`src/rtl/i2c_pkg.sv`:
```
// rtl/i2c_pkg.sv - shared state encoding and bus-level constants for the I2C master
package i2c_pkg;

  typedef enum logic [3:0] {
    IDLE,
    START,
    ADDR,
    ACK_ADDR,
    WR_DATA,
    ACK_DATA,
    RD_DATA,
    MACK,
    STOP
  } i2c_state_e;

  localparam logic I2C_WRITE = 1'b0;
  localparam logic I2C_READ  = 1'b1;
  localparam logic I2C_ACK   = 1'b0;
  localparam logic I2C_NACK  = 1'b1;

endpackage

```
`src/rtl/i2c_qtick_gen.sv`:
```
// rtl/i2c_qtick_gen.sv - divides CLK into SCL quarter ticks with a 2-bit quarter index
module i2c_qtick_gen #(
  parameter int CLK_DIV = 4
) (
  input  logic       CLK,
  input  logic       RST,
  input  logic       en,
  input  logic       hold,
  output logic       qtick,
  output logic [1:0] quarter
);

  localparam logic [7:0] LAST = 8'(CLK_DIV - 1);

  logic [7:0] cnt_q, cnt_d;
  logic [1:0] quarter_q, quarter_d;

  always_comb begin
    cnt_d     = cnt_q;
    quarter_d = quarter_q;
    qtick     = 1'b0;
    if (!en) begin
      cnt_d     = '0;
      quarter_d = '0;
    end else if (!hold) begin
      if (cnt_q == LAST) begin
        qtick     = 1'b1;
        cnt_d     = '0;
        quarter_d = quarter_q + 2'd1;
      end else begin
        cnt_d = cnt_q + 8'd1;
      end
    end
  end

  always_ff @(posedge CLK or posedge RST) begin
    if (RST) begin
      cnt_q     <= '0;
      quarter_q <= '0;
    end else begin
      cnt_q     <= cnt_d;
      quarter_q <= quarter_d;
    end
  end

  assign quarter = quarter_q;

endmodule

```
`src/rtl/i2c_master_ctrl.sv`:
```
// rtl/i2c_master_ctrl.sv - single-byte I2C master (write or read, 7-bit address)
// Slave clock stretching is honoured only when I2CM_CLK_STRETCH_EN is defined.
module i2c_master_ctrl
  import i2c_pkg::*;
#(
  parameter int CLK_DIV = 4
) (
  input  logic       CLK,
  input  logic       RST,
  input  logic       cmd_valid,
  output logic       cmd_ready,
  input  logic [6:0] cmd_addr,
  input  logic       cmd_rw,
  input  logic [7:0] cmd_wdata,
  output logic [7:0] rd_data,
  output logic       rd_valid,
  output logic       nack_err,
  output logic       busy,
  output logic       SCL,
  input  logic       SCL_I,
  output logic       SDA_O,
  output logic       SDA_OE,
  input  logic       SDA_I
);

  i2c_state_e state_q, state_d;
  logic [2:0] bit_q, bit_d;
  logic [7:0] addr_byte_q, addr_byte_d;
  logic [7:0] wdata_q, wdata_d;
  logic [7:0] rx_q, rx_d;
  logic       smp_q, smp_d;
  logic [7:0] rd_data_q, rd_data_d;
  logic       rd_valid_q, rd_valid_d;
  logic       nack_q, nack_d;
  logic       ready_q, ready_d;

  logic       qtick, hold, en;
  logic [1:0] quarter;
  logic       scl_o, sda_o, sda_oe;
  logic       bit_end, sample;

  assign en = (state_q != IDLE);

`ifdef I2CM_CLK_STRETCH_EN
  // Freeze the quarter counter while we release SCL but a slave still holds it low.
  assign hold = scl_o && !SCL_I;
`else
  logic unused_scl_i;
  assign unused_scl_i = SCL_I;
  assign hold = 1'b0;
`endif

  i2c_qtick_gen #(.CLK_DIV(CLK_DIV)) u_qtick (
    .CLK     (CLK),
    .RST     (RST),
    .en      (en),
    .hold    (hold),
    .qtick   (qtick),
    .quarter (quarter)
  );

  assign bit_end = qtick && (quarter == 2'd3);
  assign sample  = qtick && (quarter == 2'd2);

  always_comb begin
    state_d     = state_q;
    bit_d       = bit_q;
    addr_byte_d = addr_byte_q;
    wdata_d     = wdata_q;
    rx_d        = rx_q;
    smp_d       = sample ? SDA_I : smp_q;
    rd_data_d   = rd_data_q;
    rd_valid_d  = 1'b0;
    nack_d      = 1'b0;
    case (state_q)
      IDLE: begin
        if (cmd_valid && ready_q) begin
          addr_byte_d = {cmd_addr, cmd_rw};
          wdata_d     = cmd_wdata;
          state_d     = START;
        end
      end
      START: begin
        if (bit_end) begin
          state_d = ADDR;
          bit_d   = 3'd7;
        end
      end
      ADDR: begin
        if (bit_end) begin
          if (bit_q == 3'd0) state_d = ACK_ADDR;
          else               bit_d   = bit_q - 3'd1;
        end
      end
      ACK_ADDR: begin
        if (bit_end) begin
          bit_d = 3'd7;
          if (smp_q == I2C_NACK) begin
            nack_d  = 1'b1;
            state_d = STOP;
            bit_d   = 3'd1;
          end else if (addr_byte_q[0] == I2C_READ) begin
            state_d = RD_DATA;
          end else begin
            state_d = WR_DATA;
          end
        end
      end
      WR_DATA: begin
        if (bit_end) begin
          if (bit_q == 3'd0) state_d = ACK_DATA;
          else               bit_d   = bit_q - 3'd1;
        end
      end
      ACK_DATA: begin
        if (bit_end) begin
          nack_d  = (smp_q == I2C_NACK);
          state_d = STOP;
          bit_d   = 3'd1;
        end
      end
      RD_DATA: begin
        if (sample) rx_d = {rx_q[6:0], SDA_I};
        if (bit_end) begin
          if (bit_q == 3'd0) state_d = MACK;
          else               bit_d   = bit_q - 3'd1;
        end
      end
      MACK: begin
        if (bit_end) begin
          rd_data_d  = rx_q;
          rd_valid_d = 1'b1;
          state_d    = STOP;
          bit_d      = 3'd1;
        end
      end
      STOP: begin
        // Second STOP bit is bus-free time so back-to-back commands keep a gap.
        if (bit_end) begin
          if (bit_q == 3'd0) state_d = IDLE;
          else               bit_d   = 3'd0;
        end
      end
      default: state_d = IDLE;
    endcase
    ready_d = (state_d == IDLE);
  end

  always_comb begin
    scl_o  = 1'b1;
    sda_oe = 1'b0;
    sda_o  = 1'b1;
    case (state_q)
      START: begin
        scl_o  = !quarter[1];
        sda_oe = 1'b1;
        sda_o  = 1'b0;
      end
      ADDR: begin
        scl_o  = quarter[1];
        sda_oe = 1'b1;
        sda_o  = addr_byte_q[bit_q];
      end
      WR_DATA: begin
        scl_o  = quarter[1];
        sda_oe = 1'b1;
        sda_o  = wdata_q[bit_q];
      end
      ACK_ADDR, ACK_DATA, RD_DATA, MACK: scl_o = quarter[1];
      STOP: begin
        if (bit_q == 3'd1) begin
          scl_o = (quarter != 2'd0);
          if (!quarter[1]) begin
            sda_oe = 1'b1;
            sda_o  = 1'b0;
          end
        end
      end
      default: ;
    endcase
  end

  always_ff @(posedge CLK or posedge RST) begin
    if (RST) begin
      state_q     <= IDLE;
      bit_q       <= '0;
      addr_byte_q <= '0;
      wdata_q     <= '0;
      rx_q        <= '0;
      smp_q       <= 1'b0;
      rd_data_q   <= '0;
      rd_valid_q  <= 1'b0;
      nack_q      <= 1'b0;
      ready_q     <= 1'b0;
    end else begin
      state_q     <= state_d;
      bit_q       <= bit_d;
      addr_byte_q <= addr_byte_d;
      wdata_q     <= wdata_d;
      rx_q        <= rx_d;
      smp_q       <= smp_d;
      rd_data_q   <= rd_data_d;
      rd_valid_q  <= rd_valid_d;
      nack_q      <= nack_d;
      ready_q     <= ready_d;
    end
  end

  assign cmd_ready = ready_q;
  assign busy      = en;
  assign rd_data   = rd_data_q;
  assign rd_valid  = rd_valid_q;
  assign nack_err  = nack_q;
  assign SCL       = scl_o;
  assign SDA_O     = sda_o;
  assign SDA_OE    = sda_oe;

endmodule
```
`config.mk`:
```
export PLATFORM = sky130hd
export DESIGN_NAME = i2c_master_ctrl
export DESIGN_NICKNAME = d
export VERILOG_FILES = /design/src/rtl/i2c_pkg.sv /design/src/rtl/i2c_qtick_gen.sv /design/src/rtl/i2c_master_ctrl.sv
export SDC_FILE = /design/constraint.sdc
export NUM_CORES = 1
export LEC_CHECK = 0
export CAP_MARGIN = 10
export CORE_AREA = 2 2 75 77
export DETAILED_ROUTE_END_ITERATION = 16
export DIE_AREA = 0 0 77 79
export PLACE_DENSITY = 0.73
export SLEW_MARGIN = 10
export SYNTH_ARGS = -nofsm -noshare
export SYNTH_HDL_FRONTEND = slang
export SYNTH_SLANG_ARGS = --single-unit
```
`constraint.sdc`:
```
create_clock -name CLK -period 2.5 [get_ports CLK]
set_input_delay 0.25 -clock CLK [delete_from_list [all_inputs] [get_ports CLK]]
set_output_delay 0.25 -clock CLK [all_outputs]
set_load 0.005 [all_outputs]
```
==> results.yml, run 1 <==
outcome:
  run_status: "completed"
detailed_routing:
  wl_per_cell_um: 14.78
  drt.antenna.violating_nets: 0
  detail_route.vias_per_cell: 5.317
  drtIter0Drc: 150
  route.vias.total: 1845
  drt_first_pass_iters: 4
  drc_errors: 0
  wirelength_um: 5128
timing:
  period_minus_slack_ps: 2369
  rsz_0062_raised_after_global_routing: "no"
  fmax_ghz: 0.4221
  finClkSkew_ps: 7.283
  hold-worst-slack_ps: 188.2
  max_slew_margin: 0.4471
  hold_fails_final_rpt: 0
  post-route-period-util: 0.9476
  worst-slew-pin-transition_ps: 820.6
  report.final.slew_viol_count: 0
  setup_tns_final_ps: 0
  finalSetupViolCount: 0
power_and_ir_drop:
  power.ir.vdd_worst_mv: 0.3262
  p_comb_frac: 0.034
  cellPowerDensity_nw_per_um2: 472.1
  power.switching_mw: 0.3109
  power.sequential.fraction: 0.574
  power_leakage_nw: 1.525
  swShare: 0.2074
  clkPwrFrac: 0.392
  p_int_mw: 1.188
final_layout:
  syn2layout_area_growth_pct: 22.91
  final_net_count: 302
  layout.cell_area.non_filler_um2: 3176
  antenna_cells_inserted: 0
  drive_above_1_share: 0.2255
  utilization_of_the_core_after_routing: 0.5949
global_route:
  grt_first_pass_wirelength_um: 8894
  globalRouteTotalUtil: 0.1869
  vias_in_the_first_global_route: 1886
  grt_max_degree: 23
  antenna_found_initial: 0
  grt-ovfl-total: 0
clock_network:
  clk_pin_slew_ps: 100
  htreeDepth: 2
  clockBufferDepth: 2
  worst_skew_pair.late_latency_ps: 310
  number_of_clock_sinks_seen_by_cts: 53
  cts_hold_buf: 0
  clock_tree.root_cell: "sky130_fd_sc_hd__clkbuf_8"
  cts_bufs_inserted: 5
  cts_tree: "done"
yosys:
  synth_top_cells_by_count: "sky130_fd_sc_hd__dfrtp_1 (53), sky130_fd_sc_hd__nand2_1 (33), sky130_fd_sc_hd__mux2_2 (25), sky130_fd_sc_hd__nor2_1 (23), sky130_fd_sc_hd__nand3_1 (10)"
  seq_area_frac_synth: 0.5133
  count_of_flip_flops_with_a_built_in_enable_after_synthesis: 0
  ys.flop_type: "sky130_fd_sc_hd__dfrtp_1"
  yosys_register_bits: 53
  synth_warnings: 0
  synthDominantAreaCellType: "sky130_fd_sc_hd__dfrtp_1"
  synth_top_area_frac: 0.5133
  synthDistinctLibCells: 41
  syn_area_um2: 2584
  ys_top_cells_by_area: "sky130_fd_sc_hd__dfrtp_1 (51%), sky130_fd_sc_hd__mux2_2 (11%), sky130_fd_sc_hd__nand2_1 (4.8%)"
  postSynthCellCount: 231
  post_synth.cell_area_avg_um2: 11.18
  synth.most_common_cell: "sky130_fd_sc_hd__dfrtp_1"
  synth_fp_nets: 259
  synth_async_sr_flop_share: 1.000
placed_design:
  detailedPlacementHpwl_um: 3577
  gp_congestion: 0.8302
  placedInstanceArea_um2: 3038
  port_buffer_cells: 34
die:
  rows: 27
  die_height_um: 79
  fp.dieW_um: 77
  die_area_um2: 6083
  boundaryPins: 36
  core_footprint_um2: 5338
  initial_utilization: 0.4841
critical_path:
  timing.critical_path.required_ps: 2250
  setup.worst_path.end_class: "output pin"
  critical_path_peak_fanout: 6
  worst-r2r-setup-slack_ps: 290
  timing.critical_path.arrival_ps: 2120
  critical_path.startpoint_type: "flip-flop"
  timing.setup.critical_path_class: "reg -> out"
run:
  cap_violations: 0
hold_path:
  min-delay-path-class: "in -> async"
-- registers in the layout, summed over array words and instances, names as in the netlist --
register,cells
bit_q,3
rx_q,8
nack_err,1
addr_byte_q,8
cmd_ready,1
rd_data,8
u_qtick.cnt_q,8
smp_q,1
state_q,4
rd_valid,1
wdata_q,8
u_qtick.quarter,2
-- kinds of logic (layout without fill, tap and decap cells) --
kind of cell | count (synthesis) | after routing | synth area share
xor+xnor | 8 | 8 | 0.02712
buf+inv | 17 | 61 | 0.02712
mux | 31 | 31 | 0.1516
compound gates | 25 | 25 | 0.06199
simple gates | 90 | 90 | 0.1850
flops | 53 | 53 | 0.5133
fa+ha+maj | 7 | 7 | 0.03390
-- final timing paths --
check / start / to / cells past startpoint
setup / recovery: bit_q[1] / SDA_OE / 6
hold / removal: RST / rd_data[1] / 2
setup reg to reg: state_q[2] / bit_q[0] / 6
hold reg to reg: rd_data[7] / rd_data[7] / 2
max in group asynchronous: RST / rd_data[4] / 3
min in group CLK: rd_data[7] / rd_data[7] / 2
-- metal layers --
| layer | wire length (um) | global-route usage |
|---|---|---|
| met1 | 2232 | 0.2472 |
| met2 | 2613 | 0.3096 |
| met5 | 0 | 0 |
| met3 | 200 | 0.03750 |
| met4 | 81 | 0.06607 |
-- what timing repair did --
item,CTS,global route
buffers inserted,0,2
setup endpoints to repair,1,2
gates resized for setup,3,4
endpoints found under the hold margin,0,0
-- power by group through the flow --
| stage | logic [mW] | clock network [mW] | registers, mW |
|---|---|---|---|
| 6_report | 0.0514 | 0.588 | 0.860 |
| 5_1_grt | 0.0574 | 0.636 | 0.860 |
| 4_1_cts | 0.0531 | 0.604 | 0.860 |
| 3_5_place_dp | 0.0527 | 0 | 0.877 |
| 3_3_place_gp | 0.0521 | 0 | 0.877 |
| 2_1_floorplan | 0.0151 | 0 | 0.876 |
-- stage by stage --
stage	setup WS [ps]	total power, mW	cells
after floorplan	740.0	0.8915	231
after global placement	366.6	0.9290	337
after detailed placement	334.0	0.9296	337
after CTS	36.37	1.517	345
after global routing	18.95	1.554	347
final	131.0	1.499	347
-- layout make-up --
class,instances,area [um^2]
fillers,482,2162
multi-input cells,161,1191
clock buffers,5,68.82
inverters,9,33.78
clock inverters,3,43.79
repair buffers,44,417.9
flip-flops and latches,53,1330
well taps,72,90.09
-- layout by cell type, fill, tap and decap left out, types with 2 or more instances in the layout --
| master | n |
|---|---|
| sky130_fd_sc_hd__dfrtp_1 | 50 |
| sky130_fd_sc_hd__nand2_1 | 33 |
| sky130_fd_sc_hd__clkdlybuf4s50_1 | 33 |
| sky130_fd_sc_hd__mux2_2 | 25 |
| sky130_fd_sc_hd__nor2_1 | 23 |
| sky130_fd_sc_hd__nand3_1 | 10 |
| sky130_fd_sc_hd__buf_4 | 10 |
| sky130_fd_sc_hd__a21oi_1 | 7 |
| sky130_fd_sc_hd__inv_1 | 7 |
| sky130_fd_sc_hd__ha_1 | 7 |
| sky130_fd_sc_hd__xor2_1 | 6 |
| sky130_fd_sc_hd__o21ai_0 | 5 |
| sky130_fd_sc_hd__clkbuf_8 | 5 |
| sky130_fd_sc_hd__nand2b_1 | 4 |
| sky130_fd_sc_hd__mux4_2 | 4 |
| sky130_fd_sc_hd__nor4_1 | 3 |
| sky130_fd_sc_hd__dfrtp_2 | 3 |
| sky130_fd_sc_hd__nor4_4 | 2 |
| sky130_fd_sc_hd__and3_1 | 2 |
| sky130_fd_sc_hd__nor2b_1 | 2 |
| sky130_fd_sc_hd__o21a_1 | 2 |
| sky130_fd_sc_hd__o31ai_1 | 2 |
| sky130_fd_sc_hd__inv_2 | 2 |
| sky130_fd_sc_hd__mux2i_1 | 2 |
| sky130_fd_sc_hd__xnor2_1 | 2 |
| sky130_fd_sc_hd__nor3_1 | 2 |
-- worst max-delay path, stage by stage, from the launching register on --
cell and delay (ps):
sky130_fd_sc_hd__dfrtp_2 480, sky130_fd_sc_hd__inv_2 90, sky130_fd_sc_hd__ha_1 150, sky130_fd_sc_hd__nand3_1 100, sky130_fd_sc_hd__o32a_1 340, sky130_fd_sc_hd__o21ai_2 130, sky130_fd_sc_hd__clkdlybuf4s50_1 520
No activity file was read; power rests on OpenSTA's default activity.
==> run 2, diff against run 1 <==
--- a/config.mk
+++ b/config.mk
@@ -5,11 +5,13 @@
 export SDC_FILE = /design/constraint.sdc
 export NUM_CORES = 1
 export LEC_CHECK = 0
+export ABC_AREA = 1
 export CAP_MARGIN = 10
-export CORE_AREA = 2 2 75 77
+export CORE_AREA = 2 2 78 80
 export DETAILED_ROUTE_END_ITERATION = 16
-export DIE_AREA = 0 0 77 79
-export PLACE_DENSITY = 0.73
+export DIE_AREA = 0 0 80 82
+export GPL_ROUTABILITY_DRIVEN = 0
+export PLACE_DENSITY = 0.72
 export SLEW_MARGIN = 10
 export SYNTH_ARGS = -nofsm -noshare
 export SYNTH_HDL_FRONTEND = slang
==> constraint.sdc (replaced) <==
create_clock -name CLK -period 2.6 [get_ports CLK]
set_input_delay 0.26 -clock CLK [delete_from_list [all_inputs] [get_ports CLK]]
set_output_delay 0.26 -clock CLK [all_outputs]
set_load 0.005 [all_outputs]
==> results.yml, run 2 <==
timing:
  finClkSkew_ps: 7.865
  rsz_0062_raised_after_global_routing: "no"
  setup_tns_final_ps: 0
  period_minus_slack_ps: 2416
  worst-slew-pin-transition_ps: 518.5
  max_slew_margin: 0.6539
  report.final.slew_viol_count: 0
  post-route-period-util: 0.9294
  fmax_ghz: 0.4138
  hold_fails_final_rpt: 0
  finalSetupViolCount: 0
yosys:
  yosys_register_bits: 53
  synth_compound_gate_area_share: 0.1295
  synth_adder_area_share: 0.03115
  synth.most_common_cell: "sky130_fd_sc_hd__dfrtp_1"
  post_synth.cell_area_avg_um2: 9.466
  synth_fp_nets: 325
  ys_top_cells_by_area: "sky130_fd_sc_hd__dfrtp_1 (47%), sky130_fd_sc_hd__nand2_1 (6.0%), sky130_fd_sc_hd__mux2_4 (5.3%)"
  synthMuxAreaShare: 0.06142
  synthDistinctLibCells: 40
  synth_top_cells_by_count: "sky130_fd_sc_hd__dfrtp_1 (53), sky130_fd_sc_hd__nand2_1 (45), sky130_fd_sc_hd__inv_1 (36), sky130_fd_sc_hd__nor2_1 (20), sky130_fd_sc_hd__o21ai_1 (19)"
  synth_async_sr_flop_share: 1.000
  postSynthCellCount: 297
  synth-xor-area-share: 0.003115
  synth_top_area_frac: 0.4717
  synth_warnings: 0
  yosys.area_share.simple: 0.2203
  syn_area_um2: 2811
  seq_area_frac_synth: 0.4717
  ys.flop_type: "sky130_fd_sc_hd__dfrtp_1"
  main_combinational_cell_family_by_area_after_synthesis: "simple AND/OR/NAND/NOR gates"
  count_of_flip_flops_with_a_built_in_enable_after_synthesis: 0
  synthDominantAreaCellType: "sky130_fd_sc_hd__dfrtp_1"
clock_network:
  cts_resizes: 0
  worst_skew_pair.late_latency_ps: 320
  htreeDepth: 2
  cts_bufs_inserted: 5
  clock_tree.root_cell: "sky130_fd_sc_hd__clkbuf_8"
  number_of_clock_sinks_seen_by_cts: 53
  cts_tree: "done"
  clk_pin_slew_ps: 110
  post-cts-setup-buffers: 0
  cts_hold_buf: 0
  clockBufferDepth: 2
power_and_ir_drop:
  clkPwrFrac: 0.363
  power.switching_mw: 0.3216
  p_int_mw: 1.048
  power.sequential.fraction: 0.603
  p_comb_frac: 0.035
  power.ir.vdd_worst_mv: 0.2463
  swShare: 0.2347
  power_leakage_nw: 1.553
  cellPowerDensity_nw_per_um2: 415.1
hold_path:
  min-delay-path-class: "in -> async"
critical_path:
  timing.critical_path.required_ps: 2340
  worst_path_cell_chain: "inv_1, nand2_1, nor2_1, nor3_1, o21ai_0, nand3_1, clkdlybuf4s50_1"
  critical-path-slowest-cell: "sky130_fd_sc_hd__dfrtp_2"
  setup.worst_path.end_class: "output pin"
  worst-r2r-setup-slack_ps: 650
  r2r_endpoint: "addr_byte_q[1]"
  timing.critical_path.arrival_ps: 2160
  worstReg2RegStart: "state_q[3]"
  critical_path_peak_fanout: 9
  worst-r2r-cell-count: 7
  timing.setup.critical_path_class: "reg -> out"
  critical_path.startpoint_type: "flip-flop"
  critical-path-max-stage-delay_ps: 520
detailed_routing:
  drtIter0Drc: 102
  drt_first_pass_iters: 4
  drc_errors: 0
  wl_per_cell_um: 12.72
  detail_route.vias_per_cell: 5.110
  drt.antenna.violating_nets: 0
  wirelength_um: 5204
  route.vias.total: 2090
placed_design:
  instance_count_after_placement_with_tap_cells_included: 401
  detailedPlacementHpwl_um: 3949
  port_buffer_cells: 34
die:
  boundaryPins: 36
  initial_utilization: 0.4893
  fp.dieW_um: 80
  die_height_um: 82
  core_footprint_um2: 5746
  die_area_um2: 6560
  rows: 28
final_layout:
  final_net_count: 361
  layout_common_cells: "sky130_fd_sc_hd__dfrtp_1 (50), sky130_fd_sc_hd__nand2_1 (45), sky130_fd_sc_hd__inv_1 (35), sky130_fd_sc_hd__clkdlybuf4s50_1 (34), sky130_fd_sc_hd__nor2_1 (20)"
  layout.cells.most_common: "sky130_fd_sc_hd__dfrtp_1"
  utilization_of_the_core_after_routing: 0.5745
  number_of_fillers_in_the_final_layout: 499
  antenna_cells_inserted: 0
  drive_above_1_share: 0.1707
  syn2layout_area_growth_pct: 17.40
  final-instance-count-excl-fill: 409
global_route:
  globalRouteTotalUtil: 0.1762
  grt-ovfl-total: 0
  antenna_found_initial: 0
  grt_max_degree: 21
  vias_in_the_first_global_route: 2094
  grt_first_pass_wirelength_um: 9073
run:
  cap_violations: 0
outcome:
  run_status: "completed"
## run 2: cell families (layout without fill, tap and decap cells)
logic type | count (synthesis) | after routing
adders and majority gates | 7 | 7
xor gates and xnor gates | 1 | 1
AOI/OAI and AO/OA | 64 | 64
and+or+nand+nor | 108 | 108
DFF | 53 | 53
buffers and inverters | 52 | 89
muxes | 12 | 12
## run 2: worst max path at each step
stage / start / end / slack (ps) / cells after the start
after global routing: state_q[0] / SDA_O / 3 / 7
after CTS: state_q[0] / SDA_O / 30 / 7
after global placement: state_q[0] / SDA_O / 460 / 7
after detailed placement: state_q[0] / SDA_O / 430 / 7
final: state_q[0] / SDA_O / 180 / 7
after floorplan: RST / addr_byte_q[0] / 1050 / 1
## run 2: critical path, delay by kind of cell (launching register included)
kind,cells,cell delay [ps]
buf+inv,2,660
flops,1,520
simple gates,4,510
compound gates,1,160
## run 2: metrics by stage
stage	power, mW	setup slack (ps)	hold slack (ps)	cell area [um^2]
2_1_floorplan	0.8546	1054	391.7	2811
3_3_place_gp	0.8905	462.3	445.9	3202
3_5_place_dp	0.8913	430.7	467.8	3202
4_1_cts	1.383	32.50	198.4	3297
5_1_grt	1.415	3.198	222.0	3301
6_report	1.370	183.6	205.1	3301
## run 2: cell type report
class | instances | area (um^2) | area share
Clock buffer | 5 | 68.82 | 0.02085
Tap cell | 75 | 93.84 | 0.02843
Multi-Input combinational cell | 192 | 1252 | 0.3795
Clock inverter | 3 | 26.28 | 0.007961
Timing Repair Buffer | 37 | 362.8 | 0.1099
Inverter | 44 | 166.4 | 0.05042
Sequential cell | 53 | 1330 | 0.4030
## run 2: power groups by stage
stage	registers (mW)	logic, mW	clock network [mW]
2_1_floorplan	0.841	0.0134	0
6_report	0.825	0.0479	0.497
4_1_cts	0.825	0.0499	0.507
3_5_place_dp	0.842	0.0498	0
3_3_place_gp	0.842	0.0489	0
5_1_grt	0.826	0.0541	0.536
## run 2: layer usage
layer / global-route usage / vias up / routed length [um]
met4: 0.05085 / 0 / 39
met1: 0.2172 / 984 / 2340
met2: 0.3058 / 49 / 2578
met5: 0 / - / 0
li1: - / 1051 / -
met3: 0.04615 / 6 / 245
